--- src/rtl/crc8_rx_frame_ctrl_if.sv ---
// Signal bundle between the RX frame sequencer and its environment.
// Carries the serial input, the CRC engine hookup and the frame results.
interface crc8_rx_frame_ctrl_if;
  logic       sof;
  logic       rx_valid;
  logic       rx_bit;
  logic       crc_clear;
  logic       crc_enable;
  logic       crc_data;
  logic [7:0] crc_value;
  logic       byte_valid;
  logic [7:0] byte_data;
  logic [7:0] frame_len;
  logic       frame_done;
  logic       frame_ok;
  logic [1:0] frame_err;

  modport master (
    output sof,
    output rx_valid,
    output rx_bit,
    output crc_value,
    input  crc_clear,
    input  crc_enable,
    input  crc_data,
    input  byte_valid,
    input  byte_data,
    input  frame_len,
    input  frame_done,
    input  frame_ok,
    input  frame_err
  );

  modport slave (
    input  sof,
    input  rx_valid,
    input  rx_bit,
    input  crc_value,
    output crc_clear,
    output crc_enable,
    output crc_data,
    output byte_valid,
    output byte_data,
    output frame_len,
    output frame_done,
    output frame_ok,
    output frame_err
  );
endinterface

--- src/rtl/crc8_rx_frame_ctrl.sv ---
// RX frame sequencer (LEN, payload, CRC) driving an external CRC-8 engine.
// Optional mid-frame idle timeout is enabled by defining RX_TIMEOUT_EN.
module crc8_rx_frame_ctrl #(
  parameter int unsigned MAX_LEN     = 64,
  parameter int unsigned TIMEOUT_CYC = 1024
) (
  input logic                 clk,
  input logic                 rst_n,
  crc8_rx_frame_ctrl_if.slave bus
);

  typedef enum logic [2:0] {
    IDLE    = 3'd0,
    LEN     = 3'd1,
    PAYLOAD = 3'd2,
    CRC     = 3'd3,
    CHECK   = 3'd4
  } state_t;

  localparam logic [1:0] ERR_NONE = 2'b00;
  localparam logic [1:0] ERR_CRC  = 2'b01;
  localparam logic [1:0] ERR_LEN  = 2'b10;
`ifdef RX_TIMEOUT_EN
  localparam logic [1:0] ERR_TO   = 2'b11;
`endif

  localparam logic [7:0]  MaxLen     = MAX_LEN[7:0];
`ifdef RX_TIMEOUT_EN
  localparam logic [15:0] TimeoutCyc = TIMEOUT_CYC[15:0];
`endif

  if (MAX_LEN < 1 || MAX_LEN > 255) begin : g_bad_max_len
    $error("MAX_LEN out of range 1..255");
  end
  if (TIMEOUT_CYC < 1 || TIMEOUT_CYC > 65535) begin : g_bad_timeout
    $error("TIMEOUT_CYC out of range 1..65535");
  end

  state_t     state_q, state_d;
  logic [2:0] bit_cnt_q, bit_cnt_d;
  logic [7:0] byte_cnt_q, byte_cnt_d;
  logic [7:0] shift_q, shift_d;
  logic [7:0] byte_data_q, byte_data_d;
  logic [7:0] frame_len_q, frame_len_d;
  logic       byte_valid_q, byte_valid_d;
  logic       frame_done_q, frame_done_d;
  logic       frame_ok_q, frame_ok_d;
  logic [1:0] frame_err_q, frame_err_d;
`ifdef RX_TIMEOUT_EN
  logic [15:0] idle_q, idle_d;
`endif

  logic active;
  logic accept;

  assign active = (state_q == LEN) ||
                  (state_q == PAYLOAD) ||
                  (state_q == CRC);
  // sof clears the engine, so it must not also clock a bit in
  assign accept = bus.rx_valid & ~bus.sof & active;

  assign bus.crc_clear  = bus.sof;
  assign bus.crc_enable = accept;
  assign bus.crc_data   = bus.rx_bit;

  assign bus.byte_valid = byte_valid_q;
  assign bus.byte_data  = byte_data_q;
  assign bus.frame_len  = frame_len_q;
  assign bus.frame_done = frame_done_q;
  assign bus.frame_ok   = frame_ok_q;
  assign bus.frame_err  = frame_err_q;

  // next-state and datapath update for the frame parser
  always_comb begin
    state_d      = state_q;
    bit_cnt_d    = bit_cnt_q;
    byte_cnt_d   = byte_cnt_q;
    shift_d      = shift_q;
    byte_data_d  = byte_data_q;
    frame_len_d  = frame_len_q;
    byte_valid_d = 1'b0;
    frame_done_d = 1'b0;
    frame_ok_d   = frame_ok_q;
    frame_err_d  = frame_err_q;
`ifdef RX_TIMEOUT_EN
    idle_d       = '0;
`endif

    if (bus.sof) begin
      state_d     = LEN;
      bit_cnt_d   = '0;
      byte_cnt_d  = '0;
      frame_ok_d  = 1'b0;
      frame_err_d = ERR_NONE;
    end else begin
      unique case (state_q)
        IDLE: begin
        end
        LEN: begin
          if (accept) begin
            frame_len_d = {frame_len_q[6:0], bus.rx_bit};
            bit_cnt_d   = bit_cnt_q + 3'd1;
            if (bit_cnt_q == 3'd7) begin
              if (frame_len_d > MaxLen) begin
                frame_done_d = 1'b1;
                frame_ok_d   = 1'b0;
                frame_err_d  = ERR_LEN;
                state_d      = IDLE;
              end else if (frame_len_d == 8'd0) begin
                state_d = CRC;
              end else begin
                state_d = PAYLOAD;
              end
            end
          end
        end
        PAYLOAD: begin
          if (accept) begin
            shift_d   = {shift_q[6:0], bus.rx_bit};
            bit_cnt_d = bit_cnt_q + 3'd1;
            if (bit_cnt_q == 3'd7) begin
              byte_data_d  = shift_d;
              byte_valid_d = 1'b1;
              byte_cnt_d   = byte_cnt_q + 8'd1;
              if (byte_cnt_d == frame_len_q) begin
                state_d = CRC;
              end
            end
          end
        end
        CRC: begin
          if (accept) begin
            bit_cnt_d = bit_cnt_q + 3'd1;
            if (bit_cnt_q == 3'd7) begin
              state_d = CHECK;
            end
          end
        end
        CHECK: begin
          // engine has absorbed the CRC byte; zero remainder means good
          frame_done_d = 1'b1;
          frame_ok_d   = (bus.crc_value == 8'h00);
          frame_err_d  = (bus.crc_value == 8'h00) ? ERR_NONE : ERR_CRC;
          state_d      = IDLE;
        end
        default: begin
          state_d = IDLE;
        end
      endcase

`ifdef RX_TIMEOUT_EN
      if (active) begin
        if (bus.rx_valid) begin
          idle_d = '0;
        end else begin
          idle_d = idle_q + 16'd1;
          if (idle_d == TimeoutCyc) begin
            frame_done_d = 1'b1;
            frame_ok_d   = 1'b0;
            frame_err_d  = ERR_TO;
            state_d      = IDLE;
          end
        end
      end
`endif
    end
  end

  // state and datapath registers
  always_ff @(posedge clk or negedge rst_n) begin
    if (!rst_n) begin
      state_q      <= IDLE;
      bit_cnt_q    <= '0;
      byte_cnt_q   <= '0;
      shift_q      <= '0;
      byte_data_q  <= '0;
      frame_len_q  <= '0;
      byte_valid_q <= 1'b0;
      frame_done_q <= 1'b0;
      frame_ok_q   <= 1'b0;
      frame_err_q  <= ERR_NONE;
    end else begin
      state_q      <= state_d;
      bit_cnt_q    <= bit_cnt_d;
      byte_cnt_q   <= byte_cnt_d;
      shift_q      <= shift_d;
      byte_data_q  <= byte_data_d;
      frame_len_q  <= frame_len_d;
      byte_valid_q <= byte_valid_d;
      frame_done_q <= frame_done_d;
      frame_ok_q   <= frame_ok_d;
      frame_err_q  <= frame_err_d;
    end
  end

`ifdef RX_TIMEOUT_EN
  // idle cycle counter for the mid-frame timeout
  always_ff @(posedge clk or negedge rst_n) begin
    if (!rst_n) begin
      idle_q <= '0;
    end else begin
      idle_q <= idle_d;
    end
  end
`endif

endmodule
--- src/flat_wrapper.sv ---
// flat-port wrapper written by rule: the top's interface ports become plain ports
module crc8_rx_frame_ctrl_flat 
#(
  parameter int unsigned MAX_LEN     = 64,
  parameter int unsigned TIMEOUT_CYC = 1024
)
  (clk, rst_n, bus_sof, bus_rx_valid, bus_rx_bit, bus_crc_value, bus_crc_clear, bus_crc_enable, bus_crc_data, bus_byte_valid, bus_byte_data, bus_frame_len, bus_frame_done, bus_frame_ok, bus_frame_err);
  crc8_rx_frame_ctrl_if bus_i ();
  input logic clk;
  input logic rst_n;
  input wire logic [$bits(bus_i.sof)-1:0] bus_sof;
  input wire logic [$bits(bus_i.rx_valid)-1:0] bus_rx_valid;
  input wire logic [$bits(bus_i.rx_bit)-1:0] bus_rx_bit;
  input wire logic [$bits(bus_i.crc_value)-1:0] bus_crc_value;
  output wire logic [$bits(bus_i.crc_clear)-1:0] bus_crc_clear;
  output wire logic [$bits(bus_i.crc_enable)-1:0] bus_crc_enable;
  output wire logic [$bits(bus_i.crc_data)-1:0] bus_crc_data;
  output wire logic [$bits(bus_i.byte_valid)-1:0] bus_byte_valid;
  output wire logic [$bits(bus_i.byte_data)-1:0] bus_byte_data;
  output wire logic [$bits(bus_i.frame_len)-1:0] bus_frame_len;
  output wire logic [$bits(bus_i.frame_done)-1:0] bus_frame_done;
  output wire logic [$bits(bus_i.frame_ok)-1:0] bus_frame_ok;
  output wire logic [$bits(bus_i.frame_err)-1:0] bus_frame_err;
  assign bus_i.sof = bus_sof;
  assign bus_i.rx_valid = bus_rx_valid;
  assign bus_i.rx_bit = bus_rx_bit;
  assign bus_i.crc_value = bus_crc_value;
  assign bus_crc_clear = bus_i.crc_clear;
  assign bus_crc_enable = bus_i.crc_enable;
  assign bus_crc_data = bus_i.crc_data;
  assign bus_byte_valid = bus_i.byte_valid;
  assign bus_byte_data = bus_i.byte_data;
  assign bus_frame_len = bus_i.frame_len;
  assign bus_frame_done = bus_i.frame_done;
  assign bus_frame_ok = bus_i.frame_ok;
  assign bus_frame_err = bus_i.frame_err;
  crc8_rx_frame_ctrl #(.MAX_LEN(MAX_LEN), .TIMEOUT_CYC(TIMEOUT_CYC)) u_core (.clk(clk), .rst_n(rst_n), .bus(bus_i));
endmodule
--- config.mk ---
export PLATFORM = sky130hd
export DESIGN_NAME = crc8_rx_frame_ctrl_flat
export DESIGN_NICKNAME = d
export VERILOG_FILES = /design/src/rtl/crc8_rx_frame_ctrl_if.sv /design/src/rtl/crc8_rx_frame_ctrl.sv /design/src/flat_wrapper.sv
export SDC_FILE = /design/constraint.sdc
export NUM_CORES = 1
export LEC_CHECK = 0
export ABC_AREA = 1
export CORE_MARGIN = 3
export CORE_UTILIZATION = 55
export DETAILED_ROUTE_END_ITERATION = 6
export PLACE_DENSITY = 0.95
export SETUP_SLACK_MARGIN = 0.4
export SYNTH_ARGS = -nofsm -noshare
export SYNTH_HDL_FRONTEND = slang
export SYNTH_SLANG_ARGS = --single-unit
--- constraint.sdc ---
create_clock -name clk -period 3.7 [get_ports clk]
set_clock_uncertainty 0.15 [all_clocks]
set_input_delay 0.37 -clock clk [delete_from_list [all_inputs] [get_ports clk]]
set_output_delay 0.37 -clock clk [all_outputs]
set_load 0.01 [all_outputs]
==> metrics.md <==
| Metric | Value |
|---|---|
| Nets | `304` |
| ANT nets after route | `0` |
| # diodes | `0` |
| Crit. End Element | `output pin` |
| Die W | `68.0 um` |
| Clk pin slew, worst setup/hold paths | `0.09 ns` |
| Crit path max fanout | `9` |
| Layout Cells excl Fill | `335` |
| CTS Root Cell | `clkbuf_8` |
| R2R Path End | `u_core.shift_q[6]$_DFFE_PN0P_` |
| Status | `finished clean` |
| Place WS | `1.12 ns` |
| HP Class | `in2async` |
| Syn Inst Count | `251` |
| MaxCap Viol Count | `0` |
| Post-Syn Area per Cell | `8.42 sq um` |
| Main synth FF type | `dfrtp_1` |
| CP Buf/Inv Count | `4` |
| DRC violations left | `0` |
| Slew headroom | `41.0%` |
| Hold buffer count at CTS | `0` |
| Drt pass-1 iters | `4` |
| CP Data Required Time | `3.18 ns` |
| Area of the core | `0.00352 sq mm` |
| Gr ovfl total | `0` |
| Initial Util | `60.1%` |
| Final count of hold timing violations | `0` |
| Final hold slack | `0.0303 ns` |
| Worst slew pin tran | `0.885 ns` |
| Largest net degree at the start of global routing | `43` |
| Routed wire length | `4.39 mm` |
| Seq/Total Area, Yosys | `49.7%` |
| Setup violators final | `0` |
| CP max stage delay | `0.58 ns` |
| Row cnt | `21` |
| Vias in the first global route | `1652` |
| Commonest non-fill, non-tap cell in the layout | `nand2_1` |
| Synth Net Count | `267` |
| Most used cell along the critical path | `clkdlybuf4s50_1` |
| Via count | `1785` |
| Critical Path Slowest Stage Cell | `clkdlybuf4s50_1` |
| R2R depth | `6` |
| Crit path max-delay family | `buffers and inverters` |
| Vias per Instance | `5.33` |
| Global Route Usage Sum | `21.9%` |
| Final GP Congestion | `0.815` |
| Cell Area, Synth | `0.00211 sq mm` |
| Critical path startpoint | `bus_sof` |
| Worst skew pair latency | `0.31 ns` |
| Distinct cells, synth | `26` |
| Yosys reg bits | `42` |
| DR iter-0 viols | `122` |
| Initial antenna violation count | `0` |
| EDFF count, synth | `0` |
| Worst EP arrival | `2.09 ns` |
| TNS Setup | `0 ns` |
| Max Buffers Root-to-Sink | `2` |
| Clk sink count | `42` |
| Setup Buffers After CTS | `0` |
| R2r startpoint | `u_core.state_q[2]$_DFFE_PN0P_` |
| Share of layout cells above drive strength 1 | `11.1%` |
| Tmin final | `2.61 ns` |
| RSZ-0062 raised after global routing | `false` |
| Ports | `37` |
| Pwr/cell area | `523 mW/mm^2` |
| Global-route wire length before repair | `7.49 mm` |
| Fmax | `384 MHz` |
| Synthesis warning total | `0` |
| FFs w/ async S/R, synth | `100%` |
| Pins over their slew limit | `0` |
| VDD IR max | `279 uV` |
| Commonest cells after routing, fill and taps aside | `72 x nand2_1, 42 x dfrtp_1, 35 x inv_1, 35 x clkdlybuf4s50_1, 21 x nand3_1` |
| Startpoint Class | `input pin` |
| CTS tree | `built` |
| Post-DR wirelength/cell | `13.1 um` |
| Total CTS buffers | `5` |
| Die H | `68.0 um` |
| Number of gates resized after CTS | `0` |
| # placed instances | `327` |
| Crit path kind | `in2out` |
| DPL Wire Length | `3.27 mm` |
| Die footprint | `0.00462 sq mm` |
| Port buffer count | `36` |
| Worst setup margin | `1.09 ns` |
| Final worst path period share | `70.4%` |
| Reg2reg setup slack | `1.68 ns` |
| Area Overhead vs Synth | `21.2%` |
| CP Cell Sequence | `clkdlybuf4s50_1 -> clkinv_1 -> nand3_4 -> inv_1 -> clkdlybuf4s50_1` |
| Htree depth | `2` |
| Leakage power total | `1.17 nW` |
## synth_stat cells, types with 6 or more instances
master,instances,share of area (%)
dfrtp_1,42,50
o21ai_0,19,4.5
o21ai_1,9,2.1
o22ai_2,6,3.6
inv_1,35,6.2
nor2_1,9,1.6
o21ai_2,6,2.5
nand3_1,21,5.0
nand2_1,72,13
## metal layers
layer  GRT usage, %  routed length (um)  up-vias
met1           29.1                2000      843
met3           6.08                 244        9
li1               -                   -      882
met2           33.9                2070       51
met4           8.19                  70        0
met5              0                   0        -
## power by group
group / total, mW / internal (mW) / switching, mW
Sequential: 0.622 / 0.546 / 0.0762
Combinational: 0.411 / 0.173 / 0.238
Clock: 0.308 / 0.135 / 0.173
Total: 1.34 / 0.854 / 0.488
## cell families (layout without fill, tap and decap cells)
kind of cell,Yosys count,in the layout,share of synthesized area (%)
AO/OA/AOI/OAI,45,45,14.1
adder cells (fa/ha/maj),3,3,1.78
buffers and inverters,44,82,9.53
flip-flops,42,42,49.7
AND/OR/NAND/NOR,117,117,24.9
## state kept, by name, indices dropped and copies added, names as in the netlist, 2 cells and up
signal                flops
u_core.bit_cnt_q          3
u_core.bus.byte_data      8
u_core.bus.frame_err      2
u_core.bus.frame_len      8
u_core.byte_cnt_q         8
u_core.shift_q            7
u_core.state_q            3
## cell type report
type / instances / area [sq um]
Multi-Input combinational cell: 165 / 862
Timing Repair Buffer: 36 / 355
Tap cell: 46 / 57.6
Fill cell: 263 / 957
Clock buffer: 5 / 68.8
Clock inverter: 3 / 23.8
Inverter: 38 / 145
Sequential cell: 42 / 1050
## worst reg2reg max path, cell delays in order (launching register included)
cell     delay [ns]
dfrtp_1        0.49
nor2_1         0.15
inv_1          0.08
nor2_1         0.11
inv_1          0.12
nor2_1         0.60
o21ai_0        0.19
## through the flow
stage | utilization, % | cell area, sq um | total power, mW
4_1_cts | 72.8 | 2560 | 1.35
3_3_place_gp | 70.2 | 2470 | 1.02
3_5_place_dp | 70.2 | 2470 | 1.04
5_1_grt | 72.8 | 2560 | 1.44
6_report | 72.8 | 2560 | 1.34
2_1_floorplan | - | 2110 | 0.877
## worst max path at each step
stage	to	slack, ns	depth (start not counted)
after floorplan	u_core.state_q[0]$_DFFE_PN0P_	2.00	13
after global placement	bus_crc_enable	1.16	5
after detailed placement	bus_crc_enable	1.12	5
after CTS	bus_crc_enable	1.10	5
after global routing	bus_crc_enable	0.98	5
final	bus_crc_enable	1.09	5
No activity file was read; power rests on OpenSTA's default activity.
